### src/rtl/mips_regfile_pkg.sv
// Shared definitions for the MIPS register file, regdst mux and decoder:
// default widths, the register-address type and well-known register numbers.
package mips_regfile_pkg;

    localparam int DEF_DATA_W = 32;
    localparam int DEF_ADDR_W = 5;

    typedef logic [DEF_ADDR_W-1:0] reg_addr_t;

    localparam reg_addr_t REG_ZERO = 5'd0;
    localparam reg_addr_t REG_RA   = 5'd31;

    localparam int WRITE_COUNT_W = 16;

    // True when the address selects the hardwired-zero register.
    function automatic logic is_zero_reg(input reg_addr_t addr);
        return addr == REG_ZERO;
    endfunction

endpackage

### src/rtl/mips_regfile_read_port.sv
// One combinational read port: forces $0 to zero and optionally forwards
// the value being written this cycle to a matching read address.
module regfile_read_port
    import mips_regfile_pkg::*;
#(
    parameter int DATA_W = DEF_DATA_W,
    parameter int ADDR_W = DEF_ADDR_W,
    parameter int BYPASS = 1
) (
    input  logic [ADDR_W-1:0] read_addr,
    input  logic [DATA_W-1:0] stored_data,
    input  logic [ADDR_W-1:0] write_addr,
    input  logic [DATA_W-1:0] write_data,
    input  logic              write_en,
    output logic [DATA_W-1:0] read_data
);

    localparam bit USE_BYPASS = (BYPASS != 0);

    logic addr_is_zero;
    logic forward;

    assign addr_is_zero = (read_addr == ADDR_W'(REG_ZERO));
    assign forward      = USE_BYPASS && write_en && (write_addr == read_addr);

    // NOTE: every output of a combinational block gets a default first so no
    // path through the if/else can leave it unassigned and infer a latch.
    always_comb begin
        read_data = '0;
        if (!addr_is_zero) begin
            if (forward) begin
                read_data = write_data;
            end else begin
                read_data = stored_data;
            end
        end
    end

endmodule

### src/rtl/mips_regfile.sv
// MIPS general-purpose register file: two async read ports with optional
// write bypass, one synchronous write port, a debug port and a write counter.
module mips_regfile
    import mips_regfile_pkg::*;
#(
    parameter int DATA_W = DEF_DATA_W,
    parameter int ADDR_W = DEF_ADDR_W,
    parameter int BYPASS = 1
) (
    input  logic                     clk,
    input  logic                     rst_n,
    input  logic [ADDR_W-1:0]        read_addr_1,
    input  logic [ADDR_W-1:0]        read_addr_2,
    input  logic [ADDR_W-1:0]        write_addr,
    input  logic [DATA_W-1:0]        write_data,
    input  logic                     RegWrite,
    input  logic [ADDR_W-1:0]        dbg_addr,
    output logic [DATA_W-1:0]        read_data_1,
    output logic [DATA_W-1:0]        read_data_2,
    output logic [DATA_W-1:0]        dbg_data,
    output logic [WRITE_COUNT_W-1:0] write_count
);

    localparam int DEPTH = 2 ** ADDR_W;
    localparam logic [WRITE_COUNT_W-1:0] COUNT_MAX = '1;

    logic [DATA_W-1:0]        regs [DEPTH];
    logic [WRITE_COUNT_W-1:0] count;
    logic                     commit;

    // Writes to $0 are dropped so the entry stays zero and is not counted.
    assign commit = RegWrite && (write_addr != ADDR_W'(REG_ZERO));

    // NOTE: the array is cleared on reset because software may read any
    // register before writing it and must see zero; this keeps it in flops.
    // NOTE: sequential state uses non-blocking assignments so every register
    // samples pre-edge values regardless of statement order.
    always_ff @(posedge clk) begin
        if (!rst_n) begin
            for (int i = 0; i < DEPTH; i++) begin
                regs[i] <= '0;
            end
            count <= '0;
        end else if (commit) begin
            regs[write_addr] <= write_data;
            if (count != COUNT_MAX) begin
                count <= count + 1'b1;
            end
        end
    end

    regfile_read_port #(
        .DATA_W (DATA_W),
        .ADDR_W (ADDR_W),
        .BYPASS (BYPASS)
    ) u_port_1 (
        .read_addr   (read_addr_1),
        .stored_data (regs[read_addr_1]),
        .write_addr  (write_addr),
        .write_data  (write_data),
        .write_en    (RegWrite),
        .read_data   (read_data_1)
    );

    regfile_read_port #(
        .DATA_W (DATA_W),
        .ADDR_W (ADDR_W),
        .BYPASS (BYPASS)
    ) u_port_2 (
        .read_addr   (read_addr_2),
        .stored_data (regs[read_addr_2]),
        .write_addr  (write_addr),
        .write_data  (write_data),
        .write_en    (RegWrite),
        .read_data   (read_data_2)
    );

    // Debug reads never forward, so they always show committed state.
    assign dbg_data = (dbg_addr == ADDR_W'(REG_ZERO)) ? '0 : regs[dbg_addr];

    assign write_count = count;

endmodule
### config.mk
export PLATFORM = sky130hd
export DESIGN_NAME = mips_regfile
export DESIGN_NICKNAME = d
export VERILOG_FILES = /design/src/rtl/mips_regfile_pkg.sv /design/src/rtl/mips_regfile_read_port.sv /design/src/rtl/mips_regfile.sv
export SDC_FILE = /design/constraint.sdc
export NUM_CORES = 2
export LEC_CHECK = 0
export CAP_MARGIN = 5
export CORE_ASPECT_RATIO = 1.25
export CORE_MARGIN = 1.5
export CORE_UTILIZATION = 40
export CTS_BUF_LIST = sky130_fd_sc_hd__clkbuf_8 sky130_fd_sc_hd__clkbuf_16
export CTS_CLUSTER_SIZE = 10
export DETAILED_ROUTE_END_ITERATION = 10
export PLACE_DENSITY_LB_ADDON = 0.08
export REMOVE_ABC_BUFFERS = 1
export SYNTH_ARGS = -nofsm -noshare
export SYNTH_HDL_FRONTEND = slang
export SYNTH_SLANG_ARGS = --single-unit
### constraint.sdc
create_clock -name clk -period 6.5 [get_ports clk]
set_input_delay 1.3 -clock clk [delete_from_list [all_inputs] [get_ports clk]]
set_output_delay 1.3 -clock clk [all_outputs]
set_load 0.02 [all_outputs]
# --- Word level (Yosys, flattened, before mapping) ---
# Memories as Yosys holds them, arrays and structs flattened.
# Cells that the tools add are included.
word_totals:
  ff_bits: 16
  ramBits: 1024
  inputBits: 55
  out_inout_bits: 112
  wordCells: 27
  mem_count: 1
op_classes:
  add_sub_neg: 1
  eq_ne: 3
  muxes: 12
  reduce_logical: 9
memory_table:
  columns: ["memory", "depth", "width", "rd", "rd_clocked_by_memory_dff", "wr", "line_no", "text"]
  rows:
  - ["regs", 32, 32, 3, 0, 32, "mips_regfile.sv:27", "logic [DATA_W-1:0] regs [DEPTH];"]
op_table:
  columns: ["cell", "n"]
  rows:
  - ["2-to-1 mux 32 bit", 6]
  - ["OR reduction 32 bit", 1]
  - ["adder 16 x 1 -> 16 bit, second input constant", 1]
  - ["!= test 16 bit, second input constant", 1]
  - ["logical NOT 5 bit", 3]
  - ["== test 5 bit", 2]
  - ["2-to-1 mux 1 bit", 5]
  - ["2-to-1 mux 5 bit", 1]
  - ["nonzero test 5 bit", 1]
  - ["logical AND 1 bit", 3]
  - ["AND reduction 2 bit", 1]

# --- Depth between registers and ports, before layout ---
logic_depth:
  word_depth: 7
  mapped_depth: 9
  ltp_nobuf: 6

# --- Hierarchy ---
# From an unflattened synthesis, not the netlist that was laid out.
unflattened:
  hier_cells: 4177
  hier_area_um2: 64338.0
by_module_without_submodules:
  columns: ["mod", "n_inst", "cells_each", "area_each_um2", "seq_area_each_um2"]
  rows:
  - ["mips_regfile", 1, 3931, 63046.7, 31069.8]
  - ["regfile_read_port", 2, 123, 645.6, 0.0]

# --- Least setup slack after synthesis ---
# No wires, ideal clock.
synth_timing:
  path_kind: "input port to flip-flop"
  startpoint: "input port write_addr[2]"
  endpoint: "memory regs[10][0] (netlist bit) (enable)"
  setup_ns: 0.466
  t_arrival_ns: 4.392
  setup_slack_ns: 1.642
  cell_stages: 4
  n_path_buf: 2
  cell_sequence: "buf_2 or3b_2 clkbuf_1 o21ai_0"
synth_rtl:
  columns: ["item", "line_no", "text"]
  rows:
  - ["start: declaration", "mips_regfile.sv:14", "input logic [ADDR_W-1:0] write_addr,"]
  - ["end: declaration", "mips_regfile.sv:27", null]

# --- Worst setup path after layout ---
layout_timing:
  startpoint: "input port read_addr_2[4]"
  endpoint: "output port read_data_2[20]"
layout_between:
  elab_chain_len: 4
layout_rtl:
  columns: ["item", "line_no", "text"]
  rows:
  - ["start: declaration", "mips_regfile.sv:13", "input logic [ADDR_W-1:0] read_addr_2,"]
  - ["parallel branches: the longest is 3 deep, another holds memory read (32 x 32 bit)", null, null]
  - ["2-to-1 mux 32 bit (*)", "mips_regfile_read_port.sv:30", "if (!addr_is_zero) begin"]
  - ["end: declaration", "mips_regfile.sv:19", "output logic [DATA_W-1:0] read_data_2,"]
# Every way passes the cells marked *.

==> metrics.md <==
| Metric | Value |
|---|---|
| Status | `complete, no violations` |
| CTS clk-pin slew, worst paths | `around 60 ps` |
| Cell mode on critical path | `buf_4` |
| RSZ-0062 raised after global routing | `false` |
| Hold Violations, Final | `0` |
| Clock Sinks | `between 1k and 1.5k` |
| Die Wd | `361 microns` |
| Combinational share of power | `0.193` |
| Post-Route Setup TNS | `0 ps` |
| Initial antenna violation count | `36` |
| Dpl cell area | `69600 sq um` |
| Worst Setup Start Kind | `input pin` |
| Synth async-reset ratio | `0` |
| Area of the mapped netlist | `~64000 sq um` |
| Global route overflow | `0` |
| Internal power | `between 0.01 and 0.015 W` |
| Period utilisation layout | `0.963` |
| Clk_lat worst skew | `800 ps` |
| First-pass DRT Iterations | `5` |
| Die H | `roughly 450 microns` |
| I/O Buffers | `approximately 170` |
| Worst slew pin tran | `around 1400 ps` |
| Routability congestion estimate from global placement | `about 0.94` |
| CP endpoint kind | `primary output` |
| Drt drc | `0` |
| Top-count cell post-synth | `edfxtp_1` |
| Pin count of the biggest net entering global routing | `between 40 and 50` |
| Post-CTS setup buffer count | `0` |
| HP Class | `reg2reg` |
| Cell breakdown of the critical path | `buf_2, buf_4, nor2b_1, nand2_1, buf_4, o22ai_1, a211oi_1, buf_4, a22o_1, clkdlybuf4s50_1` |
| M3 GR Usage | `0.0698` |
| Drt first-iter violations | `between 5k and 6k` |
| Final Max Slew Viols | `0` |
| Die Area | `approximately 160000 sq um` |
| Ports | `between 150 and 200` |
| Gate Count Post-Synth | `4266` |
| Row count | `163` |
| Final setup fails | `0` |
| EDFF count, synth | `1024` |
| Met1 usage | `0.434` |
| Critical Path AT | `between 4000 and 5000 ps` |
| Per-cell routed wire length | `approximately 44 microns` |
| Critical path class | `in2out` |
| Post-Layout Cell Count | `approximately 6.5k` |
| Worst Path Required | `5200 ps` |
| Worst Skew | `~20 ps` |
| Max cap viols | `0` |
| Sequential power share | `0.452` |
| Largest stage delay, worst path | `approximately 670 ps` |
| Ys flop type | `edfxtp_1` |
| Synth top area cells | `edfxtp_1, mux4_2, and2_1` |
| Pleak | `between 20 and 25 nW` |
| Clk network pwr share | `0.355` |
| Nets | `roughly 4.5k` |
| CTS tree | `done` |
| Gr usage total | `0.353` |
| Vias in the first global route | `roughly 45k` |
| PD cells | `approximately 240 nW/um^2` |
| Dominant cell type by area after synthesis | `edfxtp_1` |
| Post-cts resize count | `0` |
| Top delay family on crit path | `buffers and inverters` |
| Final instance area | `73000 sq um` |
| Tmin final | `~6300 ps` |
| Most instantiated cells after synthesis | `edfxtp_1, and2_1, mux4_2, clkbuf_1, nand2_1` |
| Via density | `a little under 7` |
| Core ar. | `around 160000 sq um` |
| Worst-path fanout max | `22` |
| Area share of the largest cell type after synthesis | `0.481` |
| Yosys reg bits | `1040` |
| Grt met2 use | `0.564` |
| DRT Wirelength | `approximately 290000 microns` |
| ANT nets after route | `0` |
| Sw Pwr | `around 0.005 W` |
| H-tree depth | `3` |
| Sequential area share after synthesis | `0.486` |
| Synth Warn # | `0` |
| Post-Route Utilization | `0.462` |
| Dpl cells | `6344` |
| Final HPWL DP | `191000 microns` |
| Worst VDD drop | `approximately 240 uV` |
| Worst relative slew slack | `0.0665` |
| Clk buf depth | `3` |
| Vias | `44.5k` |
| Num CTS Buffers | `120` |
| Switching part of the total | `0.291` |
| Post-synthesis cell type count | `67` |
| Mapped Avg Cell Area | `approximately 15 sq um` |
| Initial Util | `0.404` |
| Share of layout cells above drive strength 1 | `0.305` |
| CP bufs+invs | `5` |
| Synthesis-to-layout area growth | `14.2%` |
| CTS Hold Bufs | `0` |
| Clk Tree Root Cell | `clkbuf_16` |
| First-pass GRT wire length | `~390000 microns` |
| Layer with the highest usage | `met2` |
| Critical Path Slowest Stage Cell | `buf_4` |
| Fmax | `0.160 GHz` |
per-layer routing:
metal | vias to the layer above | share of wire
met4 | 14 | 0.077
met5 | - | 0.00036
li1 | 17200 | -
met2 | 2993 | 0.47
met1 | 23500 | 0.36
met3 | 778 | 0.093
cells in the final DEF, fill, tap and decap left out, types with 28 or more instances in the layout:
master,n
a211oi_1,69
a22o_1,33
a22oi_1,57
and2_1,998
buf_12,57
buf_4,268
clkbuf_16,121
clkdlybuf4s50_1,131
conb_1,32
edfxtp_1,1024
inv_1,76
mux2i_1,101
mux4_2,779
nand2_1,108
nand3_1,51
nor2_1,28
nor2_4,32
nor2b_1,32
nor3_1,36
o21ai_1,42
o21ai_4,31
o22ai_1,50
kinds of logic (layout without fill, tap and decap cells):
logic type,Yosys count,in the layout,synth area share
buf+inv,522,692,0.0381
xor+xnor,24,24,0.00329
compound gates,413,413,0.0469
flops,1040,1040,0.486
fa+ha+maj,1,1,0.000196
simple gates,1356,1356,0.125
mux,909,909,0.300
other cells,1,44,0.0000586
worst min-delay path: cells and delay by family (launching register included):
family,cells,cell delay (ps)
compound gates,2,160
flops,1,350
state kept, by name (all words and copies together), names as in the netlist:
name,count
regs,1024
write_count,16
area by class of cell:
class / count / area [sq um]
inverters: 38 / 146
multi-input cells: 2735 / 31200
fillers: 13800 / 85200
diodes: 12 / 30.0
clock buffers: 127 / 3110
clock inverters: 58 / 310
well taps: 2062 / 2580
flip-flops and latches: 1040 / 31100
repair buffers: 469 / 4600
power groups by stage:
stage | registers, W | logic [W] | clock network [W]
2_1_floorplan | 0.00805 | 0.00154 | 0
3_3_place_gp | 0.00811 | 0.00338 | 0
3_5_place_dp | 0.00813 | 0.00337 | 0
4_1_cts | 0.00799 | 0.00338 | 0.00633
5_1_grt | 0.00805 | 0.00347 | 0.00654
6_report | 0.00800 | 0.00342 | 0.00629
final timing paths:
| check | from | to | slack, ps | cells after the start |
|---|---|---|---|---|
| max reg2reg | write_count[0] | write_count[15] | 4170 | 6 |
| min reg2reg | write_count[1] | write_count[1] | 550 | 2 |
| min | write_count[1] | write_count[1] | 550 | 2 |
| max | read_addr_2[4] | read_data_2[20] | 240 | 10 |
stage by stage:
| step | hold WS, ps | power (W) | setup slack, ps |
|---|---|---|---|
| 2_1_floorplan | 589 | 0.00959 | 756 |
| 3_3_place_gp | 528 | 0.0115 | 425 |
| 3_5_place_dp | 530 | 0.0115 | 436 |
| 4_1_cts | 543 | 0.0177 | 402 |
| 5_1_grt | 586 | 0.0181 | 396 |
| 6_report | 549 | 0.0177 | 237 |
Note: power is estimated with default switching activity, not from simulation.
